==> src/rtl/hex_scan_ctrl.sv <==
// Four-digit multiplexed 7-segment scan controller with double-buffered display data.
// Each digit slot is an all-off BLANK gap followed by a SHOW period; new data is
// swapped into the active registers only at the frame boundary so a frame never tears.
module hex_scan_ctrl #(
    parameter int unsigned DIGIT_CYCLES = 50000,
    parameter int unsigned BLANK_CYCLES = 500
) (
    input  logic        CLOCK_50,
    input  logic        RESET_N,
    input  logic [15:0] DATA_IN,
    input  logic [3:0]  DP_IN,
    input  logic [3:0]  BLANK_IN,
    input  logic        LOAD,
    output logic        LOAD_ACK,
    output logic        FRAME_DONE,
    output logic [3:0]  HEX_EN_INV,
    output logic [7:0]  HEX_LED_INV
);

    localparam int unsigned MAX_CYCLES = (DIGIT_CYCLES > BLANK_CYCLES) ? DIGIT_CYCLES : BLANK_CYCLES;
    localparam int unsigned CNT_W      = $clog2(MAX_CYCLES + 1);
    localparam logic [CNT_W-1:0] DIGIT_LAST = CNT_W'(DIGIT_CYCLES - 1);
    localparam logic [CNT_W-1:0] BLANK_LAST = CNT_W'((BLANK_CYCLES == 0) ? 0 : BLANK_CYCLES - 1);
    localparam bit SKIP_BLANK = (BLANK_CYCLES == 0);

    typedef enum logic {
        ST_BLANK = 1'b0,
        ST_SHOW  = 1'b1
    } state_t;

    state_t           state, state_nxt;
    logic [1:0]       idx, idx_nxt;
    logic [CNT_W-1:0] cnt, cnt_nxt;
    logic             boundary;

    logic [15:0] act_data, act_data_nxt, pend_data;
    logic [3:0]  act_dp, act_dp_nxt, pend_dp;
    logic [3:0]  act_blank, act_blank_nxt, pend_blank;
    logic        pend_flag;

    logic [3:0] en_nxt;
    logic [7:0] led_nxt;
    logic [3:0] nib;

    // Hex nibble to segments A..G (A in the MSB).
    function automatic logic [6:0] seg7(input logic [3:0] n);
        case (n)
            4'h0:    seg7 = 7'b1111110;
            4'h1:    seg7 = 7'b0110000;
            4'h2:    seg7 = 7'b1101101;
            4'h3:    seg7 = 7'b1111001;
            4'h4:    seg7 = 7'b0110011;
            4'h5:    seg7 = 7'b1011011;
            4'h6:    seg7 = 7'b1011111;
            4'h7:    seg7 = 7'b1110000;
            4'h8:    seg7 = 7'b1111111;
            4'h9:    seg7 = 7'b1111011;
            4'hA:    seg7 = 7'b1110111;
            4'hB:    seg7 = 7'b0011111;
            4'hC:    seg7 = 7'b1001110;
            4'hD:    seg7 = 7'b0111101;
            4'hE:    seg7 = 7'b1001111;
            default: seg7 = 7'b1000111;
        endcase
    endfunction

    // Next-state, buffer swap and next-output decode; outputs are precomputed so they register.
    always_comb begin
        state_nxt     = state;
        idx_nxt       = idx;
        cnt_nxt       = cnt + CNT_W'(1);
        boundary      = 1'b0;
        act_data_nxt  = act_data;
        act_dp_nxt    = act_dp;
        act_blank_nxt = act_blank;
        en_nxt        = 4'b0000;
        led_nxt       = 8'h00;
        nib           = 4'h0;

        case (state)
            ST_BLANK: begin
                if (SKIP_BLANK || cnt == BLANK_LAST) begin
                    state_nxt = ST_SHOW;
                    cnt_nxt   = '0;
                end
            end
            ST_SHOW: begin
                if (cnt == DIGIT_LAST) begin
                    idx_nxt   = idx + 2'd1;
                    cnt_nxt   = '0;
                    boundary  = (idx == 2'd3);
                    state_nxt = SKIP_BLANK ? ST_SHOW : ST_BLANK;
                end
            end
            default: state_nxt = ST_BLANK;
        endcase

        if (boundary && pend_flag) begin
            act_data_nxt  = pend_data;
            act_dp_nxt    = pend_dp;
            act_blank_nxt = pend_blank;
        end

        nib = act_data_nxt[{idx_nxt, 2'b00} +: 4];
        if (state_nxt == ST_SHOW && !act_blank_nxt[idx_nxt]) begin
            en_nxt  = 4'b0001 << idx_nxt;
            led_nxt = {seg7(nib), act_dp_nxt[idx_nxt]};
        end
    end

    // Scan state, active buffer and registered display outputs.
    always_ff @(posedge CLOCK_50 or negedge RESET_N) begin
        if (!RESET_N) begin
            state       <= ST_BLANK;
            idx         <= 2'd0;
            cnt         <= '0;
            act_data    <= 16'h0000;
            act_dp      <= 4'b0000;
            act_blank   <= 4'b1111;
            HEX_EN_INV  <= 4'b0000;
            HEX_LED_INV <= 8'h00;
            FRAME_DONE  <= 1'b0;
        end else begin
            state       <= state_nxt;
            idx         <= idx_nxt;
            cnt         <= cnt_nxt;
            act_data    <= act_data_nxt;
            act_dp      <= act_dp_nxt;
            act_blank   <= act_blank_nxt;
            HEX_EN_INV  <= en_nxt;
            HEX_LED_INV <= led_nxt;
            FRAME_DONE  <= boundary;
        end
    end

    // Pending buffer: latest LOAD wins; a LOAD in the boundary cycle stays pending.
    always_ff @(posedge CLOCK_50 or negedge RESET_N) begin
        if (!RESET_N) begin
            pend_data  <= 16'h0000;
            pend_dp    <= 4'b0000;
            pend_blank <= 4'b0000;
            pend_flag  <= 1'b0;
            LOAD_ACK   <= 1'b0;
        end else begin
            LOAD_ACK <= LOAD;
            if (LOAD) begin
                pend_data  <= DATA_IN;
                pend_dp    <= DP_IN;
                pend_blank <= BLANK_IN;
                pend_flag  <= 1'b1;
            end else if (boundary) begin
                pend_flag <= 1'b0;
            end
        end
    end

endmodule

==> config.mk <==
export PLATFORM = sky130hd
export DESIGN_NAME = hex_scan_ctrl
export DESIGN_NICKNAME = d
export VERILOG_FILES = /design/src/rtl/hex_scan_ctrl.sv
export SDC_FILE = /design/constraint.sdc
export NUM_CORES = 1
export LEC_CHECK = 0
export BUFFER_PORTS_ARGS = -buffer_cell sky130_fd_sc_hd__buf_2
export CAP_MARGIN = 25
export CORE_MARGIN = 2
export CORE_UTILIZATION = 45
export DETAILED_ROUTE_END_ITERATION = 10
export SLEW_MARGIN = 25
export SYNTH_ARGS = -nofsm -noshare
export SYNTH_HDL_FRONTEND = slang
export SYNTH_SLANG_ARGS = --single-unit
==> constraint.sdc <==
create_clock -name CLOCK_50 -period 6.6 [get_ports CLOCK_50]
set_clock_uncertainty 0.15 [all_clocks]
set_input_delay 0.33 -clock CLOCK_50 [delete_from_list [all_inputs] [get_ports CLOCK_50]]
set_output_delay 0.33 -clock CLOCK_50 [all_outputs]
set_load 0.02 [all_outputs]
==> Flow_metrics.wiki, run 1 <==
{| class="wikitable"
! Metric !! Value
|-
| Peak clock frequency supported by timing || ~220 MHz
|-
| P_leak || 2.14 nW
|-
| Vias after detailed routing || between 2000 and 3000
|-
| Cells after synthesis || between 300 and 400
|-
| Cell-by-cell listing of the critical path || or4_4, or4_4, or3_1, mux4_1, nand2b_1, and4_1, inv_1, ha_1, o21ai_0, nor2_1, a2111oi_1
|-
| CP Buf/Inv Count || 1
|-
| Final Hold Viols || 0
|-
| End-of-flow core utilization || 0.519
|-
| FF+latch count, synth || 82
|-
| Global-route wire length before repair || approximately 13000 µm
|-
| Buffer cell driving the clock tree root || clkbuf_8
|-
| DRC viols || 0
|-
| Max Cap Viol || 0
|-
| Part of the Yosys area used for sequential elements || 0.507
|-
| Total power after layout || 0.925 mW
|-
| # Post-CTS Setup Buffers || 0
|-
| Antenna violations before repair || 0
|-
| Slowest Stage Delay on Critical Path || 0.67 ns
|-
| Top cell type by total area after synthesis || dfrtp_1
|-
| Power share of the sequential group || 0.571
|-
| Tightest Pin Transition || 0.937 ns
|-
| Number of standard cells in the final layout excluding fillers || 486
|-
| Clock sink count || 82
|-
| Clock latency reported for the late side of the worst-skew pair || between 0.3 and 0.4 ns
|-
| Final weighted congestion in routability-driven placement || 0.777
|-
| HPWL reported at the end of detailed placement || 5570 µm
|-
| Filler instances || 782
|-
| Crit path setup slack, layout || 2.06 ns
|-
| Max rail drop VDD || approximately 0.13 mV
|-
| Most used flip-flop cell after synthesis || dfrtp_1
|-
| Final period demand of the worst path || between 4 and 5 ns
|-
| Ant. Diodes || 0
|-
| Switching Share || 0.216
|-
| Mean instance size in the synthesized netlist || ~12 µm²
|-
| Number of distinct library cells after synthesis || 53
|-
| Most area-consuming cells after synthesis || dfrtp_1 48%, mux2_2 13%, mux2i_1 4.2%, mux4_1 3.2%, dfstp_2 2.6%
|-
| Clock-pin slew on the worst setup and hold paths || about 0.080 ns
|-
| Number of enable flip-flop cells after synthesis || 0
|-
| Final setup viols || 0
|-
| Synth async-reset ratio || 1.00
|-
| Sw power || 0.200 mW
|-
| Delay-heaviest family, CP || simple AND/OR/NAND/NOR gates
|-
| Most Frequent Cell on Critical Path || or4_4
|-
| I/O Pins || slightly above 40
|-
| Signal arrival time at the worst endpoint || approximately 4.6 ns
|-
| Warnings, synthesis || 0
|-
| Number of buffers on the longest clock path || 2
|-
| Post-Route Setup TNS || 0 ns
|-
| Max-slew violation total from the final report || 0
|-
| CTS tree || done
|-
| Maximum number of pins on one net before global-route repair || 83
|-
| Placed cell count || 469
|-
| TritonCTS buffer count || 9
|-
| Initial detailed-routing violation count || 133
|-
| Type of origin of the critical path || flip-flop
|-
| Die Area || ~9800 µm²
|-
| Wire length per cell || 16.0 µm
|-
| Die width || between 90 and 100 µm
|-
| Relative contribution of the clock network to total power || 0.386
|-
| Power density relative to cell area || between 200 and 250 nW/µm²
|-
| Portion of synthesized cell area occupied by the leading cell type || 0.481
|-
| Fin Hold WS || approximately 0.042 ns
|-
| Worst-case setup slack after placement || 2.11 ns
|-
| Post-route fraction of the period consumed by the critical path || 0.687
|-
| Worst hold-check path type || input pin to flip-flop
|-
| Synth-to-layout area growth || 11.6%
|-
| First-pass iteration count of the detailed router || 4
|-
| Element type at the critical path end || flip-flop
|-
| Combinational fraction of design power || 0.043
|-
| Height of the die || 99.0 µm
|-
| Category of the critical setup timing path || flip-flop to flip-flop
|-
| Core area || 8720 µm²
|-
| Result of the run || complete, no violations
|-
| Placement Rows || 34
|-
| Detailed-route vias per instance || 5.50
|-
| Summed area of non-filler cells in the final layout || 4530 µm²
|-
| Internal || approximately 0.72 mW
|-
| Post-placement cell area || 4320 µm²
|-
| Final wirelength || a little under 8000 µm
|-
| Mapped cell area || slightly above 4000 µm²
|-
| Critical path fanouts, max || 19
|-
| Master of the slowest instance on the critical path || or3_1
|-
| Slew margin rel. || 0.369
|-
| Starting Density || 0.465
|-
| Detail Route Antenna Nets || 0
|-
| Fraction of layout instances using a drive strength above 1 || 0.307
|-
| Net Count, Synth || 371
|-
| GRT Util Overall || 0.169
|-
| Total number of H-tree levels || 3
|-
| Buffers on Ports || 40
|-
| Nets@finish || roughly 410
|-
| Total grt overflow || 0
|-
| Req. time, crit path || 6.65 ns
|-
| RSZ-0062 raised after global routing || no
|-
| Vias in the first global route || 2630
|}
[area by class of cell]
class | count | area (µm²) | share of cell area
flip-flops and latches | 82 | 2060 | 0.454
multi-input cells | 224 | 1860 | 0.411
repair buffers | 43 | 231 | 0.0511
clock buffers | 12 | 145 | 0.0320
well taps | 108 | 135 | 0.0298
clock inverters | 4 | 51.3 | 0.0113
inverters | 13 | 48.8 | 0.0108
[worst paths after layout]
check | from | end | slack [ns] | depth (start not counted)
worst min-delay path | DATA_IN[7] | pend_data[7] | 0.04 | 3
max in group asynchronous | RESET_N | LOAD_ACK | 5.37 | 2
min in group asynchronous | RESET_N | cnt[2] | 0.43 | 2
worst min register to register | cnt[0] | cnt[0] | 0.34 | 1
worst max register to register | cnt[10] | HEX_LED_INV[4] | 2.06 | 11
worst max-delay path | cnt[10] | HEX_LED_INV[4] | 2.06 | 11
[logic make-up (layout without fill, tap and decap cells)]
logic type / after synthesis / in the layout / share of synthesized area
AO/OA/AOI/OAI: 37 / 37 / 0.0623
XOR/XNOR: 14 / 14 / 0.0302
adder cells (fa/ha/maj): 8 / 8 / 0.0247
AND/OR/NAND/NOR: 93 / 93 / 0.121
flip-flops: 82 / 82 / 0.507
buffers and inverters: 30 / 72 / 0.0358
multiplexers: 72 / 72 / 0.219
[cell usage in the layout, fill, tap and decap left out, drive strengths merged, types with 3 or more instances in the layout]
master / n
mux2: 48
and2: 3
or4: 4
buf: 42
mux4: 7
a221oi: 3
a21oi: 9
nand2b: 3
a211oi: 4
dfstp: 4
clkinv: 3
mux2i: 17
inv: 12
nand3: 11
ha: 8
and3: 8
nor2: 19
nand4: 4
o21ai: 9
xnor2: 11
xor2: 3
nor4: 4
nor3: 8
dfrtp: 78
clkbuf: 12
or3: 4
nand2: 17
[cells in the mapped netlist, types with 5 or more instances]
master    instances
nor3_1            8
nand2_1          17
ha_1              8
nand3_1          11
mux4_1            5
clkbuf_1          5
o21ai_0           9
and3_1            8
inv_1            12
xnor2_1          11
nor2_1           19
mux2i_1          17
dfrtp_1          78
a21oi_1           9
mux2_2           48
[worst register-to-register path: cells and delay by family, from the launching register on]
kind / cells / cell delay [ns]
AND/OR/NAND/NOR: 6 / 2.21
multiplexers: 1 / 0.61
AO/OA/AOI/OAI: 2 / 0.59
flip-flops: 1 / 0.42
adder cells (fa/ha/maj): 1 / 0.28
buffers and inverters: 1 / 0.12
[power groups by stage]
stage	Clock (mW)	Combinational, mW	Sequential (mW)
5_1_grt	0.392	0.0461	0.531
4_1_cts	0.371	0.0412	0.529
2_1_floorplan	0	0.0211	0.534
6_report	0.357	0.0401	0.528
3_5_place_dp	0	0.0412	0.538
3_3_place_gp	0	0.0400	0.538
[state kept, by name, summed over array words and instances (netlist names), 8 cells and up]
signal / flops
HEX_LED_INV: 8
act_data: 16
cnt: 16
pend_data: 16
[what timing repair did]
| item | CTS | global route |
|---|---|---|
| hold endpoints to repair | 0 | 78 |
| gates resized for setup | 0 | 0 |
| hold buffers | 0 | 1 |
[metal layers]
metal / share of wire / up-vias / track usage
li1: - / 1295 / -
met1: 0.46 / 1307 / 0.230
met4: 0.015 / 0 / 0.0580
met2: 0.47 / 57 / 0.265
met5: 0 / - / 0
met3: 0.048 / 12 / 0.0440
(Power assumes the default switching activity.)
==> run 2: changes to the inputs <==
- PLACE_DENSITY: default -> 0.66
- clock period: 6.6 -> 4.15 ns (I/O delays scaled with it)
==> run 2 against run 1 <==
  * Critical path depth stayed put
  * First-iteration DRC count fell by 5.3%
  * Combinational power up 100%
  * Setup slack got worse by 1.9 ns
  * Worst hold slack improved by 0.066 ns
  * Register-to-register slack got worse by 1.9 ns
  * Final area rose by 8.5%
  * Via count rose by 5.9%
  * Sequential power rose by 59%
  * Sequential share of layout area decreased by 3.6 points
  * Clock power up 66%
  * Fmax grew 15%
  * Critical endpoint unchanged
  * Largest cell class unchanged
==> Flow_metrics.wiki, run 2 (synthesis gave the netlist of run 1 again) <==
{| class="wikitable"
! Metric !! Value
|-
| Power density relative to cell area || 308 nW/µm² (+51%)
|-
| Total number of H-tree levels || 3 (unchanged)
|-
| Number of buffers on the longest clock path || 2 (unchanged)
|-
| Post-route fraction of the period consumed by the critical path || 0.951 (+0.263)
|-
| Launch point of the worst hold path || LOAD
|-
| Height of the die || 99.0 µm (unchanged)
|-
| Maximum number of pins on one net before global-route repair || 83 (unchanged)
|-
| Placement Rows || 34 (unchanged)
|-
| GRT Util Overall || 0.185 (+0.0155)
|-
| Category of the critical setup timing path || flip-flop to flip-flop
|-
| Nets@finish || 446 (+9.3%)
|-
| Most common library cell in the layout ignoring fill and taps || dfrtp_1
|-
| Initial detailed-routing violation count || 126 (-5.3%)
|-
| Max-slew violation total from the final report || 0 (unchanged)
|-
| Largest registers || act_data x16, cnt x16, pend_data x16
|-
| Fraction of layout instances using a drive strength above 1 || 0.320 (+0.0128)
|-
| Vias after detailed routing || 2828 (+5.9%)
|-
| First-pass iteration count of the detailed router || 4 (unchanged)
|-
| Minimum setup slack among reg-to-reg paths || 0.20 ns (-1.86 ns)
|-
| Buffers on Ports || 40 (unchanged)
|-
| Req. time, crit path || 4.24 ns (-2.41 ns)
|-
| Hold endpoint || LOAD_ACK
|-
| Most used cells in the layout excluding fill and tap cells || 78 x dfrtp_1, 48 x mux2_2, 39 x buf_2
|-
| Slew margin rel. || 0.397 (+0.0280)
|-
| Signal arrival time at the worst endpoint || 4.04 ns (-0.54 ns)
|-
| FF-to-FF Start || cnt[10]
|-
| Clock-pin slew on the worst setup and hold paths || 0.08 ns (about the same)
|-
| Tightest Pin Transition || 0.879 ns (-0.0585 ns)
|-
| Final weighted congestion in routability-driven placement || 0.857 (+10%)
|-
| Die width || 99.0 µm (unchanged)
|-
| Final period demand of the worst path || 3.95 ns (-0.590 ns)
|-
| HPWL reported at the end of detailed placement || 5690 µm (+2.2%)
|-
| Placed cell count || 483 (+3.0%)
|-
| Peak clock frequency supported by timing || 253 MHz (+15%)
|-
| Buffer cell driving the clock tree root || clkbuf_8
|-
| Filler instances || 730 (-6.6%)
|-
| Die Area || 9800 µm² (unchanged)
|-
| RSZ-0062 raised after global routing || no
|-
| Summed area of non-filler cells in the final layout || 4910 µm² (+8.5%)
|-
| Wire length per cell || 15.8 µm (-1.4%)
|-
| Post-placement cell area || 4430 µm² (+2.6%)
|-
| RR Endpoint || HEX_LED_INV[4]
|-
| Antenna violations before repair || 0 (unchanged)
|-
| Ant. Diodes || 0 (unchanged)
|-
| DRC viols || 0 (unchanged)
|-
| Element type at the critical path end || flip-flop
|-
| End-of-flow core utilization || 0.564 (+0.0442)
|-
| Crit path setup slack, layout || 0.204 ns (-1.86 ns)
|-
| Result of the run || complete, no violations
|-
| Clock sink count || 82 (unchanged)
|-
| Number of cells on the worst reg-to-reg path || 11 (unchanged)
|-
| Worst-case setup slack after placement || 0.108 ns (-2.00 ns)
|-
| Max rail drop VDD || 0.228 mV (+79%)
|-
| # Post-CTS Setup Buffers || 0 (unchanged)
|-
| Final setup viols || 0 (unchanged)
|-
| TritonCTS buffer count || 9 (unchanged)
|-
| Final wirelength || 8280 µm (+6.3%)
|-
| Min-Delay Path Depth || 1 (-2)
|-
| P_leak || 2.33 nW (+8.9%)
|-
| Clock latency reported for the late side of the worst-skew pair || 0.35 ns (about the same)
|-
| I/O Pins || 41 (unchanged)
|-
| Vias in the first global route || 2913 (+11%)
|-
| Type of origin of the critical path || flip-flop
|-
| Max Cap Viol || 0 (unchanged)
|-
| Detail Route Antenna Nets || 0 (unchanged)
|-
| Core area || 8720 µm² (unchanged)
|-
| CTS tree || done
|-
| Detailed-route vias per instance || 5.40 (-1.8%)
|-
| Critical path fanouts, max || 13 (-6)
|-
| Total grt overflow || 0 (unchanged)
|-
| Final Hold Viols || 0 (unchanged)
|-
| Synth-to-layout area growth || 21.1%
|-
| Post-Route Setup TNS || 0 ns (unchanged)
|-
| Worst hold-check path type || input pin to flip-flop
|-
| Starting Density || 0.465 (unchanged)
|-
| Number of standard cells in the final layout excluding fillers || 524 (+7.8%)
|-
| Global-route wire length before repair || 14300 µm (+8.3%)
|}
==> run 2: power by group <==
group / internal [mW] / switching [mW] / total (mW)
Clock: 0.310 / 0.282 / 0.592
Combinational: 0.0500 / 0.0321 / 0.0821
Sequential: 0.822 / 0.0167 / 0.839
Total: 1.18 / 0.331 / 1.51
==> run 2: worst max path at each step <==
stage | start | depth (start not counted) | to | slack (ns)
floorplan | cnt[10] | 13 | HEX_LED_INV[4] | 0.22
global placement | cnt[10] | 11 | HEX_LED_INV[4] | 0.19
finish | cnt[10] | 11 | HEX_LED_INV[4] | 0.20
global route | cnt[10] | 11 | HEX_LED_INV[4] | 0.02
detailed placement | cnt[10] | 11 | HEX_LED_INV[4] | 0.11
CTS | cnt[10] | 11 | HEX_LED_INV[4] | 0.08
==> run 2: routing by layer <==
metal  vias up  global-route usage  share of wire
li1       1367                   -              -
met1      1385               0.256           0.47
met2        62               0.284           0.47
met3        14              0.0418          0.035
met4         0              0.0717          0.019
met5         -                   0              0
==> run 2: through the flow <==
step	hold slack [ns]	power, mW
final	0.108	1.51
after floorplan	-0.238	0.882
after CTS	0.108	1.53
after global routing	0.133	1.57
after detailed placement	0.287	0.921
after global placement	0.265	0.918
==> run 2: timing repair <==
item / in CTS / in global routing
endpoints found under the hold margin: 102 / 0
endpoints found under the setup margin: 0 / 2
hold buffers: 25 / 0
gates resized for setup: 0 / 4
==> run 2: cell type report <==
class | instances | area [µm²] | share of cell area
Sequential cell | 82 | 2060 | 0.419
Multi-Input combinational cell | 224 | 1880 | 0.382
Timing Repair Buffer | 81 | 593 | 0.121
Clock buffer | 12 | 155 | 0.0316
Tap cell | 108 | 135 | 0.0275
Clock inverter | 4 | 50.0 | 0.0102
Inverter | 13 | 48.8 | 0.00993
==> run 2: critical path, stage by stage, from the launching register on <==
cell and delay (ns):
dfrtp_1 0.38, or4_4 0.55, or4_4 0.45, or3_4 0.37, buf_6 0.17, mux2_2 0.29
mux2_2 0.28, a211o_4 0.37, ha_1 0.20, nor3_1 0.19, a21oi_1 0.08, a2111oi_2 0.36
